<file path="config.mk">
export PLATFORM = sky130hd
export DESIGN_NAME = dpram_fifo_ctrl_flat
export DESIGN_NICKNAME = d
export VERILOG_FILES = /design/src/rtl/dpram_fifo_ctrl_if.sv /design/src/rtl/dpram_fifo_ctrl.sv /design/src/flat_wrapper.sv
export SDC_FILE = /design/constraint.sdc
export NUM_CORES = 1
export LEC_CHECK = 0
export CORE_MARGIN = 5
export CORE_UTILIZATION = 42
export DETAILED_ROUTE_END_ITERATION = 10
export MAX_ROUTING_LAYER = met4
export PLACE_DENSITY = 0.81
export SYNTH_ARGS = -nofsm -noshare
export SYNTH_HDL_FRONTEND = slang
export SYNTH_SLANG_ARGS = --single-unit
</file>
<file path="constraint.sdc">
create_clock -name clk -period 2.5 [get_ports clk]
set_input_delay 0.5 -clock clk [delete_from_list [all_inputs] [get_ports clk]]
set_output_delay 0.5 -clock clk [all_outputs]
set_load 0.05 [all_outputs]
</file>
<file path="src/rtl/dpram_fifo_ctrl_if.sv">
// Push/pop stream interface for dpram_fifo_ctrl.
// The optional error outputs exist only when FIFO_ERR_FLAGS_EN is defined.
// Handshake: a push is taken on a rising edge when push=1 and full=0; a pop is
// taken on a rising edge when pop=1 and empty=0. Requests made while full or
// empty are dropped, and the requester may hold or change them freely.
// The popped word is on the DPRAM output in the cycle where rd_valid=1.
interface dpram_fifo_ctrl_if #(
  parameter int RAM_WIDTH = 8,
  parameter int ADDR_SZ   = 4
);
  logic                 push;
  logic [RAM_WIDTH-1:0] push_data;
  logic                 pop;
  logic                 full;
  logic                 empty;
  logic [ADDR_SZ:0]     count;
  logic                 rd_valid;
`ifdef FIFO_ERR_FLAGS_EN
  logic                 overflow;
  logic                 underflow;
`endif

  modport master (
    output push, push_data, pop,
`ifdef FIFO_ERR_FLAGS_EN
    input  overflow, underflow,
`endif
    input  full, empty, count, rd_valid
  );

  modport slave (
    input  push, push_data, pop,
`ifdef FIFO_ERR_FLAGS_EN
    output overflow, underflow,
`endif
    output full, empty, count, rd_valid
  );
endinterface

</file>
<file path="src/rtl/dpram_fifo_ctrl.sv">
// Circular-buffer FIFO controller driving the write and read ports of an
// external DPRAM. This block holds only the pointers and the status flags.
// Optional feature macro: FIFO_ERR_FLAGS_EN adds sticky overflow/underflow flags.
module dpram_fifo_ctrl #(
  parameter int RAM_WIDTH = 8,
  parameter int RAM_DEPTH = 16,
  parameter int ADDR_SZ   = 4
) (
  input  logic                 clk,
  input  logic                 reset_n,
  dpram_fifo_ctrl_if.slave     fifo,
  output logic [ADDR_SZ-1:0]   wr_address,
  output logic                 write,
  output logic [RAM_WIDTH-1:0] data_in,
  output logic [ADDR_SZ-1:0]   rd_address,
  output logic                 read
);

  localparam logic [ADDR_SZ:0] DEPTH_CNT = (ADDR_SZ+1)'(RAM_DEPTH);

  // Pointers carry one extra wrap bit so that full and empty can be told apart.
  logic [ADDR_SZ:0] wr_ptr_q, wr_ptr_d;
  logic [ADDR_SZ:0] rd_ptr_q, rd_ptr_d;
  logic [ADDR_SZ:0] count_q, count_d;
  logic             full_q, full_d;
  logic             empty_q, empty_d;
  logic             rd_valid_q, rd_valid_d;

  // Accept requests against the current flags and drive the RAM ports.
  always_comb begin
    write      = fifo.push & ~full_q;
    read       = fifo.pop & ~empty_q;
    data_in    = fifo.push_data;
    wr_address = wr_ptr_q[ADDR_SZ-1:0];
    rd_address = rd_ptr_q[ADDR_SZ-1:0];
  end

  // Advance the pointers and derive flags from the post-edge pointer values.
  always_comb begin
    wr_ptr_d   = wr_ptr_q + {{ADDR_SZ{1'b0}}, write};
    rd_ptr_d   = rd_ptr_q + {{ADDR_SZ{1'b0}}, read};
    count_d    = wr_ptr_d - rd_ptr_d;
    empty_d    = (wr_ptr_d == rd_ptr_d);
    // Occupancy equals depth exactly when low bits match and wrap bits differ.
    full_d     = (count_d == DEPTH_CNT);
    rd_valid_d = read;
  end

  // Pointer and flag registers.
  always_ff @(posedge clk or negedge reset_n) begin
    if (!reset_n) begin
      wr_ptr_q   <= '0;
      rd_ptr_q   <= '0;
      count_q    <= '0;
      full_q     <= 1'b0;
      empty_q    <= 1'b1;
      rd_valid_q <= 1'b0;
    end else begin
      wr_ptr_q   <= wr_ptr_d;
      rd_ptr_q   <= rd_ptr_d;
      count_q    <= count_d;
      full_q     <= full_d;
      empty_q    <= empty_d;
      rd_valid_q <= rd_valid_d;
    end
  end

  // Status outputs straight from the registers.
  always_comb begin
    fifo.full     = full_q;
    fifo.empty    = empty_q;
    fifo.count    = count_q;
    fifo.rd_valid = rd_valid_q;
  end

`ifdef FIFO_ERR_FLAGS_EN
  logic overflow_q, overflow_d;
  logic underflow_q, underflow_d;

  // Sticky error flags: set on any rejected request, cleared only by reset.
  always_comb begin
    overflow_d  = overflow_q | (fifo.push & full_q);
    underflow_d = underflow_q | (fifo.pop & empty_q);
  end

  // Error flag registers.
  always_ff @(posedge clk or negedge reset_n) begin
    if (!reset_n) begin
      overflow_q  <= 1'b0;
      underflow_q <= 1'b0;
    end else begin
      overflow_q  <= overflow_d;
      underflow_q <= underflow_d;
    end
  end

  // Error flag outputs.
  always_comb begin
    fifo.overflow  = overflow_q;
    fifo.underflow = underflow_q;
  end
`endif

endmodule

</file>
<file path="src/flat_wrapper.sv">
// flat-port wrapper written by rule: the top's interface ports become plain ports
module dpram_fifo_ctrl_flat 
#(
  parameter int RAM_WIDTH = 8,
  parameter int RAM_DEPTH = 16,
  parameter int ADDR_SZ   = 4
)
  (clk, reset_n, wr_address, write, data_in, rd_address, read, fifo_push, fifo_push_data, fifo_pop, fifo_full, fifo_empty, fifo_count, fifo_rd_valid);
  dpram_fifo_ctrl_if #(.RAM_WIDTH(RAM_WIDTH), .ADDR_SZ(ADDR_SZ)) fifo_i ();
  input  logic clk;
  input  logic reset_n;
  output logic [ADDR_SZ-1:0] wr_address;
  output logic write;
  output logic [RAM_WIDTH-1:0] data_in;
  output logic [ADDR_SZ-1:0] rd_address;
  output logic read;
  input wire logic [$bits(fifo_i.push)-1:0] fifo_push;
  input wire logic [$bits(fifo_i.push_data)-1:0] fifo_push_data;
  input wire logic [$bits(fifo_i.pop)-1:0] fifo_pop;
  output wire logic [$bits(fifo_i.full)-1:0] fifo_full;
  output wire logic [$bits(fifo_i.empty)-1:0] fifo_empty;
  output wire logic [$bits(fifo_i.count)-1:0] fifo_count;
  output wire logic [$bits(fifo_i.rd_valid)-1:0] fifo_rd_valid;
  assign fifo_i.push = fifo_push;
  assign fifo_i.push_data = fifo_push_data;
  assign fifo_i.pop = fifo_pop;
  assign fifo_full = fifo_i.full;
  assign fifo_empty = fifo_i.empty;
  assign fifo_count = fifo_i.count;
  assign fifo_rd_valid = fifo_i.rd_valid;
  dpram_fifo_ctrl #(.RAM_WIDTH(RAM_WIDTH), .RAM_DEPTH(RAM_DEPTH), .ADDR_SZ(ADDR_SZ)) u_core (.clk(clk), .reset_n(reset_n), .fifo(fifo_i), .wr_address(wr_address), .write(write), .data_in(data_in), .rd_address(rd_address), .read(read));
endmodule
</file>
# After elaboration in Yosys (flattened, before gate mapping)
# Cells that the tools add are included.
# totals
out_inout_bits,26
word_cells,15
input_bits,12
ff_bits,18
# op_classes
n_bitwise,4
eq_ne,2
n_addsub,3
# ops
cell,n
5-bit by 1-bit adder with 5-bit output,2
5-bit == test,1
"5-bit == test, second input constant",1
5-bit subtractor,1
1-bit AND,2
1-bit inverter,2

# Depth between registers and ports, before layout
# Gate-level depths: netlist of the first run.
# depth
word_depth,5
ltp_mapped,11
ltp_nobuf,11

# Worst setup path after synthesis of the first run
# OpenSTA, ideal clock, no wires.
# synth_path
path_type,reg-to-reg
start,register u_core.full_q (netlist: u_core.fifo.full)
end,register u_core.full_q (netlist: u_core.fifo.full)
slack_ns,-0.597
path_buffers,0
setup_time_ns,0.120
path_stages_with_launch,9
synth_period_minus_slack_ns,3.097
t_arrival_ns,2.977
required_ns,2.380
path_cell_list,dfrtp_1 > nor2b_1 > ha_1 > ha_1 > ha_1 > a21oi_1 > maj3_1 > xnor2_1 > and3b_1
# synth_between
elab_chain_cells,5
# synth_rtl
item,line,source
start: declaration,dpram_fifo_ctrl.sv:25,"logic full_q, full_d;"
start signal: assignment,dpram_fifo_ctrl.sv:62,full_q <= full_d;
1-bit inverter,dpram_fifo_ctrl.sv:31,write = fifo.push & ~full_q;
1-bit AND,dpram_fifo_ctrl.sv:31,
via write,flat_wrapper.sv:13,output logic write;
5-bit by 1-bit adder with 5-bit output,dpram_fifo_ctrl.sv:40,"wr_ptr_d = wr_ptr_q + {{ADDR_SZ{1'b0}}, write};"
via u_core.wr_ptr_d[1],dpram_fifo_ctrl.sv:22,"logic [ADDR_SZ:0] wr_ptr_q, wr_ptr_d;"
5-bit subtractor,dpram_fifo_ctrl.sv:42,count_d = wr_ptr_d - rd_ptr_d;
via u_core.count_d[3],dpram_fifo_ctrl.sv:24,"logic [ADDR_SZ:0] count_q, count_d;"
5-bit == test,dpram_fifo_ctrl.sv:45,full_d = (count_d == DEPTH_CNT);
via u_core.full_d,dpram_fifo_ctrl.sv:25,
# The timed path passes the listed nets, and every way through them passes these cells.

# Worst setup path after layout of the first run
# layout_path
start,input fifo_push
end,register u_core.full_q (netlist: u_core.fifo.full)
# layout_between
elab_chain_cells,4
# layout_rtl
item,line,source
start: declaration,flat_wrapper.sv:17,input wire logic [$bits(fifo_i.push)-1:0] fifo_push;
1-bit AND,dpram_fifo_ctrl.sv:31,
5-bit by 1-bit adder with 5-bit output,dpram_fifo_ctrl.sv:40,
via u_core.wr_ptr_d[1],dpram_fifo_ctrl.sv:22,
5-bit subtractor,dpram_fifo_ctrl.sv:42,
via u_core.count_d[3],dpram_fifo_ctrl.sv:24,
5-bit == test,dpram_fifo_ctrl.sv:45,
via u_core.full_d,dpram_fifo_ctrl.sv:25,
# The timed path passes the listed nets, and every way through them passes these cells.

==> run summary, run 1 <==
The met3 demand-to-capacity share in global routing came out at 0.0299. Measured on the finished design, the core utilization comes to 0.576. The final count of hold timing violations came out at 0. The final layout contains routed wiring with a total length of about 1500 um.

The largest buffer count on any clock path is 2. Across all setup checks in the final design, the least slack found is just over 0.06 ns. The worst setup path is captured at a flip-flop.

Data on the critical path arrives at its endpoint at approximately 2.6 ns. The routed length per placed instance came out at roughly 12 um. Setup violations remaining at the end of the flow were counted as 0. The number of fill cells in the layout came out at around 170. Yosys attributes the largest share of cell area to sky130_fd_sc_hd__dfrtp_1 (46%), sky130_fd_sc_hd__buf_4 (13%), sky130_fd_sc_hd__ha_1 (9.5%). STA classifies the critical path startpoint as an input port. Synthesis produced a netlist whose cell count is 78. Tracing the worst setup path back leads to its startpoint at fifo_push. Synthesis instantiated 20 different standard cells from the library. The most frequently used flop master after synthesis is sky130_fd_sc_hd__dfrtp_1. The slew of the pin with the lowest slew margin is between 0.7 and 0.8 ns. Buffers placed on the I/O ports in this run total 21. The smallest hold slack came out at approximately 0.53 ns. The worst hold path belongs to the class flip-flop to flip-flop. The largest net degree at the start of global routing is 19. The total instance count after detailed placement is about 120. The fraction of met2 tracks used by global routing came out at 0.173. The half-perimeter wire length of the detailed placement result is approximately 1200 um. The run finished with clean final reports. The biggest area contributor in the post-synthesis netlist is sky130_fd_sc_hd__dfrtp_1.

The overall die area is between 0.003 and 0.004 mm^2. At the later pin of the worst-skew pair, clock insertion delay measures between 0.2 and 0.3 ns. The flip-flop and latch count after synthesis came out at 18. The repair_antennas step left the layout with diodes totalling 0. The number of synthesis warnings came out at 0. Leaving out fill and tap cells, the most frequent cell in the layout is sky130_fd_sc_hd__clkdlybuf4s50_1.

The width of the die is roughly 57 um. The residual overflow from global routing came out at 0. The count of max-cap constraint violations is 0.

In this run the tightest slew margin relative to its limit is 0.496. Across every metal layer, demand over resource in global routing totals 0.105. The chip height came out at 56.9 um. The post-layout instance count excluding filler cells is roughly 120. The post-synthesis area per instance came out at between 10 and 15 um^2. For this block, the initial DRC count from the detailed router was 2. The destination of the critical timing path is u_core.fifo.full$_DFF_PN0_.

In this run the number of H-tree levels came out at 1. The number of antenna violations at the first check in global routing came out at 0. Along the worst path, the maximum fanout reaches 3. The flop-to-flop setup slack came out at between 0.2 and 0.25 ns. The area added between synthesis and finish is 34.2%. The first global-routing pass estimated around 2500 um of wire.

The count of nets left with antenna violations once routing finished came out at 0. The global-route met1 utilization came out at 0.112. The pre-antenna-repair detailed-routing pass consisted of 4 iterations. Of the available clock period, the critical path in the final layout requires 0.976. The fraction of the yosys area taken by sequential cells is 0.490. The final period demand of the worst path is about 2.4 ns. The launch instance of the worst register-to-register path is u_core.fifo.empty$_DFF_PN1_. The fraction of final layout cells with drive strength greater than 1 came out at 0.287.

In the routed design, unresolved DRC markers number 0. The worst setup path is of the input port to flip-flop kind. For this configuration, the core starts out at a cell density of 0.429. The share of synthesized area in the top cell type comes to 0.461. The share of flip-flops with an asynchronous set or reset came out at 1.00. The worst hold path was traced through 2 stages. After the last flow step, the layout net total stands at between 100 and 150.

The number of synthesized flops with an enable pin came out at 0. Leaving out fill and tap cells, the most frequent cells in the layout are sky130_fd_sc_hd__clkdlybuf4s50_1 (19), sky130_fd_sc_hd__dfrtp_1 (16), sky130_fd_sc_hd__inv_1 (7), sky130_fd_sc_hd__buf_4 (7). TritonCTS built the clock tree. The max-slew violation count is 0. The synthesized netlist net count is 98. The total I/O pin count came out at 38. After clock tree synthesis, the flow added hold-fix buffers numbering 0. The number of global-route vias before repair is between 500 and 600.

The total via count after detailed routing is 550. The tree is rooted in a sky130_fd_sc_hd__clkbuf_4. In this run the cell area of the synthesized design comes to around 900 um^2. The busiest layer in global routing is met2.

In this run the critical register-to-register path is captured at u_core.fifo.full$_DFF_PN0_. The clock transition time at the flip-flop clock pins of the worst setup and hold paths is ~0.090 ns. Buffers inserted during clock tree synthesis total 3. OpenSTA, run right after detailed placement, puts the worst setup slack at -0.273 ns.

The weighted congestion at the end of routability-driven global placement is around 0.77. The area of the core region is between 0.002 and 0.0025 mm^2. The worst reg-to-reg path cell count came out at 9.

The total number of clock tree sinks came out at 18. The floorplan has 17 rows. The maximum clock skew at final layout came out at ~0.0030 ns. The source of the worst hold timing path is u_core.wr_ptr_q[4]$_DFF_PN0_. The required time of the worst setup path is approximately 2.7 ns. The number of vias per cell is between 4 and 5. Static timing analysis puts the maximum clock frequency at roughly 400 MHz.
[what timing repair did]
item | 4_1_cts | 5_1_grt
endpoints found under the setup margin | 0 | 1
resized for setup | 0 | 3
setup buffers | 0 | 2
[kinds of logic after synthesis]
logic type,after synthesis,synth area share
AND/OR/NAND/NOR,13,0.0746
adder cells (fa/ha/maj),9,0.128
XOR/XNOR,11,0.121
AO/OA/AOI/OAI,3,0.0244
flip-flops,18,0.490
buffers and inverters,24,0.163
[routing by layer]
layer	part of all wire	wire length, um
met1	0.35	533
met2	0.54	815
met3	0.083	126
met4	0.028	43
met5	0	0
[worst min-delay path by stage]
stage	endpoint	slack [ns]
after floorplan	u_core.fifo.count[0]$_DFF_PN0_	0.20
after global placement	u_core.rd_ptr_q[4]$_DFF_PN0_	0.49
after detailed placement	u_core.rd_ptr_q[4]$_DFF_PN0_	0.51
after CTS	u_core.rd_ptr_q[4]$_DFF_PN0_	0.54
after global routing	u_core.rd_ptr_q[4]$_DFF_PN0_	0.56
final	u_core.wr_ptr_q[4]$_DFF_PN0_	0.53
[flip-flops by register name, summed over array words and instances (netlist names)]
register              cells
u_core.fifo.full          1
u_core.fifo.empty         1
u_core.fifo.rd_valid      1
u_core.rd_ptr_q           5
u_core.fifo.count         5
u_core.wr_ptr_q           5
[Yosys cell counts (2+ instances only)]
master,instances
sky130_fd_sc_hd__nor2_1,2
sky130_fd_sc_hd__xnor2_1,7
sky130_fd_sc_hd__nor2b_1,2
sky130_fd_sc_hd__ha_1,7
sky130_fd_sc_hd__buf_4,16
sky130_fd_sc_hd__nand3_1,5
sky130_fd_sc_hd__xor2_1,2
sky130_fd_sc_hd__inv_1,8
sky130_fd_sc_hd__dfrtp_1,17
sky130_fd_sc_hd__a21oi_1,2
[critical path: stages]
cell and delay, ns:
sky130_fd_sc_hd__clkdlybuf4s50_1 0.45, sky130_fd_sc_hd__nor2b_4 0.16, sky130_fd_sc_hd__ha_4 0.14, sky130_fd_sc_hd__ha_1 0.29, sky130_fd_sc_hd__ha_4 0.30, sky130_fd_sc_hd__a21oi_1 0.06
sky130_fd_sc_hd__maj3_1 0.39, sky130_fd_sc_hd__xnor2_2 0.16, sky130_fd_sc_hd__and3b_1 0.19
[cell type report]
cell class,instances,area [um^2],share of cell area
sequential,18,453,0.366
tap,28,35.0,0.0283
inverter,8,30.0,0.0243
multi-input combinational,36,400,0.324
timing repair buffer,28,283,0.229
clock buffer,4,36.3,0.0293
[metrics by stage]
stage	TNS, ns	cell area, um^2
floorplan	0	976
global placement	-0.295	1160
detailed placement	-0.418	1160
CTS	0	1190
global route	-0.0198	1240
finish	0	1240
Power of run 1 is not shown: default switching activity piles up to over one toggle a cycle in this logic, so the estimate is an artifact.
==> run 2: changes to the inputs <==
--- a/config.mk
+++ b/config.mk
@@ -10,6 +10,7 @@
 export DETAILED_ROUTE_END_ITERATION = 10
 export MAX_ROUTING_LAYER = met4
 export PLACE_DENSITY = 0.81
+export SLEW_MARGIN = 30
 export SYNTH_ARGS = -nofsm -noshare
 export SYNTH_HDL_FRONTEND = slang
 export SYNTH_SLANG_ARGS = --single-unit
==> results of run 2 <==
No change in the layout: final DEF, timing and power equal those of run 1.
Power of run 2 is left out for the same reason.
==> run 3: changes to the inputs <==
--- a/config.mk
+++ b/config.mk
@@ -8,6 +8,7 @@
 export CORE_MARGIN = 5
 export CORE_UTILIZATION = 42
 export DETAILED_ROUTE_END_ITERATION = 10
+export GPL_TIMING_DRIVEN = 0
 export MAX_ROUTING_LAYER = met4
 export PLACE_DENSITY = 0.81
 export SLEW_MARGIN = 30
==> run 3 against run 2 <==
  * Die area stayed put
  * Maximum frequency increased by 0.20%
  * Clock-buffer cell count did not move
  * Critical path depth shrank 6
  * Worst setup slack improved by 0.0049 ns
  * Wire length grew 11%
  * Register-to-register slack about the same
  * Utilization rose by 7.8 points
==> run summary, run 3 (synthesis gave the netlist of run 1 again) <==
The run finished with clean final reports. The number of global-route vias before repair is between 600 and 700. On the critical path the largest part of the delay comes from buffers and inverters. The first-pass GRT wire length is about 2700 um. The area added between synthesis and finish came out at 52.4%. Along the worst path, the maximum fanout reaches 2. The endpoint type of the worst setup path is an output pin. The required time of the worst setup path is 2.00 ns. The final-stage net count is approximately 130.

The delay of the slowest cell on the worst path is between 0.8 and 0.9 ns. The total via count after detailed routing came out at between 600 and 700. The site row count came out at 17. The overall die area is around 0.0032 mm^2. The startpoint kind of the worst setup timing path is an input port.

Counting stages on the worst path, the most repeated cell is sky130_fd_sc_hd__clkdlybuf4s50_1. The clock tree from TritonCTS is yes. The number of port buffers is 29.

The library cell used most frequently in the layout, excluding fill and tap cells, is sky130_fd_sc_hd__clkdlybuf4s50_1. Across the run, the number of max-cap violations was 0. The count of TritonRoute iterations in the first routing pass is 4. The part of the cycle the worst path needs came out at 0.974. The critical path class is input port to output pin. The slew of the pin with the lowest slew margin is ~0.76 ns.

Counting both buffers and inverters, the worst setup path holds a total of 2. 38 I/O pins were placed. In this run the number of H-tree levels came out at 1. The largest net degree at the start of global routing came out at 19.

Based on the critical path, the design can be clocked at up to around 400 MHz. The largest buffer count on any clock path is 2. STA puts the critical path data arrival time at 1.93 ns. The effective utilization at floorplan came out at 0.429.

The half-perimeter wire length of the detailed placement result is between 1000 and 1500 um. The number of clock buffers added by TritonCTS is 3. The area of the core region came out at approximately 0.0021 mm^2.

The number of nets still failing antenna checks after routing is 0. The smallest hold slack is about 0.52 ns. The number of fill cells in the layout is 164. The number of setup violations in the final report came out at 0. For this design, the slowest cell found on the critical path is sky130_fd_sc_hd__clkdlybuf4s50_1. The number of remaining DRC errors is 0. The number of antenna violations at the first check in global routing came to 0. Leaving out fill and tap cells, the most frequent cells in the layout are sky130_fd_sc_hd__clkdlybuf4s50_1 (28), sky130_fd_sc_hd__buf_4 (18), sky130_fd_sc_hd__dfrtp_1 (16), sky130_fd_sc_hd__inv_1 (6). The total number of clock tree sinks is 18.

After detailed routing, the number of vias per cell comes to ~4.5. On the final layout, the worst clock skew is just under 0.009 ns. The worst slew margin relative to its limit came out at 0.492.

The number of design-rule violations left by the first detailed-router iteration is 11. For this run the aggregate overflow at the end of global routing stands at 0. After clock tree synthesis, the clock-pin slew on the worst setup and hold paths is 0.09 ns. The root buffer cell chosen for the clock tree is sky130_fd_sc_hd__clkbuf_4. The total length of routed wires is 1690 um. The width of the die came out at between 50 and 60 um. In this run, post-CTS hold repair placed 0 buffers.

The total global-route track usage came out at 0.112. In the final layout, the multi-input gates occupy 423 um^2. The critical path goes through clkdlybuf4s50_1, nor2b_4, clkdlybuf4s50_1. The max-slew violation count is 0. The final count of hold timing violations is 0. The routed length per placed instance came out at about 12 um. Registers take ~450 um^2.

The clock latency on the worst-skew pair came out at 0.30 ns. The chip height came out at approximately 57 um. Routability-driven placement finished with a final weighted congestion of approximately 0.84. 0 antenna diodes ended up in the layout. Subtracting the final worst setup slack from the clock period gives around 2.4 ns. The fraction of final layout cells with drive strength greater than 1 came out at 0.372. The path class of the tightest hold or removal check is flip-flop to flip-flop.
run 3: path summary, 6_finish.rpt:
check / startpoint / to / slack [ns] / cells after the start
max in group asynchronous: reset_n / u_core.fifo.full$_DFF_PN0_ / 1.34 / 1
max: fifo_push / write / 0.07 / 3
max reg2reg: u_core.fifo.empty$_DFF_PN1_ / u_core.fifo.full$_DFF_PN0_ / 0.24 / 10
min: u_core.rd_ptr_q[4]$_DFF_PN0_ / u_core.rd_ptr_q[4]$_DFF_PN0_ / 0.52 / 2
min in group asynchronous: reset_n / u_core.fifo.count[4]$_DFF_PN0_ / 0.64 / 1
min reg2reg: u_core.rd_ptr_q[4]$_DFF_PN0_ / u_core.rd_ptr_q[4]$_DFF_PN0_ / 0.52 / 2
run 3: through the flow:
step	worst slack (ns)	cells	util	area [um^2]	TNS, ns
3_3_place_gp	-0.262	135	0.606	1300	-0.396
5_1_grt	-0.0206	141	0.654	1410	-0.0206
6_report	0.0656	141	0.654	1410	0
4_1_cts	0.0240	139	0.632	1360	0
2_1_floorplan	0.000607	78	-	976	0
3_5_place_dp	-0.378	135	0.606	1300	-0.666
run 3: metal layers:
| metal | track usage | wire length, um |
|---|---|---|
| met1 | 0.127 | 629 |
| met2 | 0.190 | 865 |
| met3 | 0.0253 | 161 |
| met4 | 0.0497 | 31 |
| met5 | - | 0 |
run 3: tightest hold or removal path, stage by stage, from the launching register on:
cell	delay [ns]
sky130_fd_sc_hd__dfrtp_1	0.35
sky130_fd_sc_hd__xor2_1	0.09
sky130_fd_sc_hd__inv_1	0.05
run 3: final cells by class:
type	count	area share
flip-flops and latches	18	0.322
multi-input cells	36	0.301
repair buffers	31	0.219
plain buffers	16	0.0855
clock buffers	4	0.0258
well taps	28	0.0249
inverters	8	0.0214
run 3: what timing repair did:
action                                  4_1_cts  5_1_grt
endpoints found under the hold margin         0        0
endpoints found under the setup margin        1        2
resized for setup                             2        8
pin swaps                                     0        6
setup buffers                                 0        2
Power of run 3 is left out for the same reason.
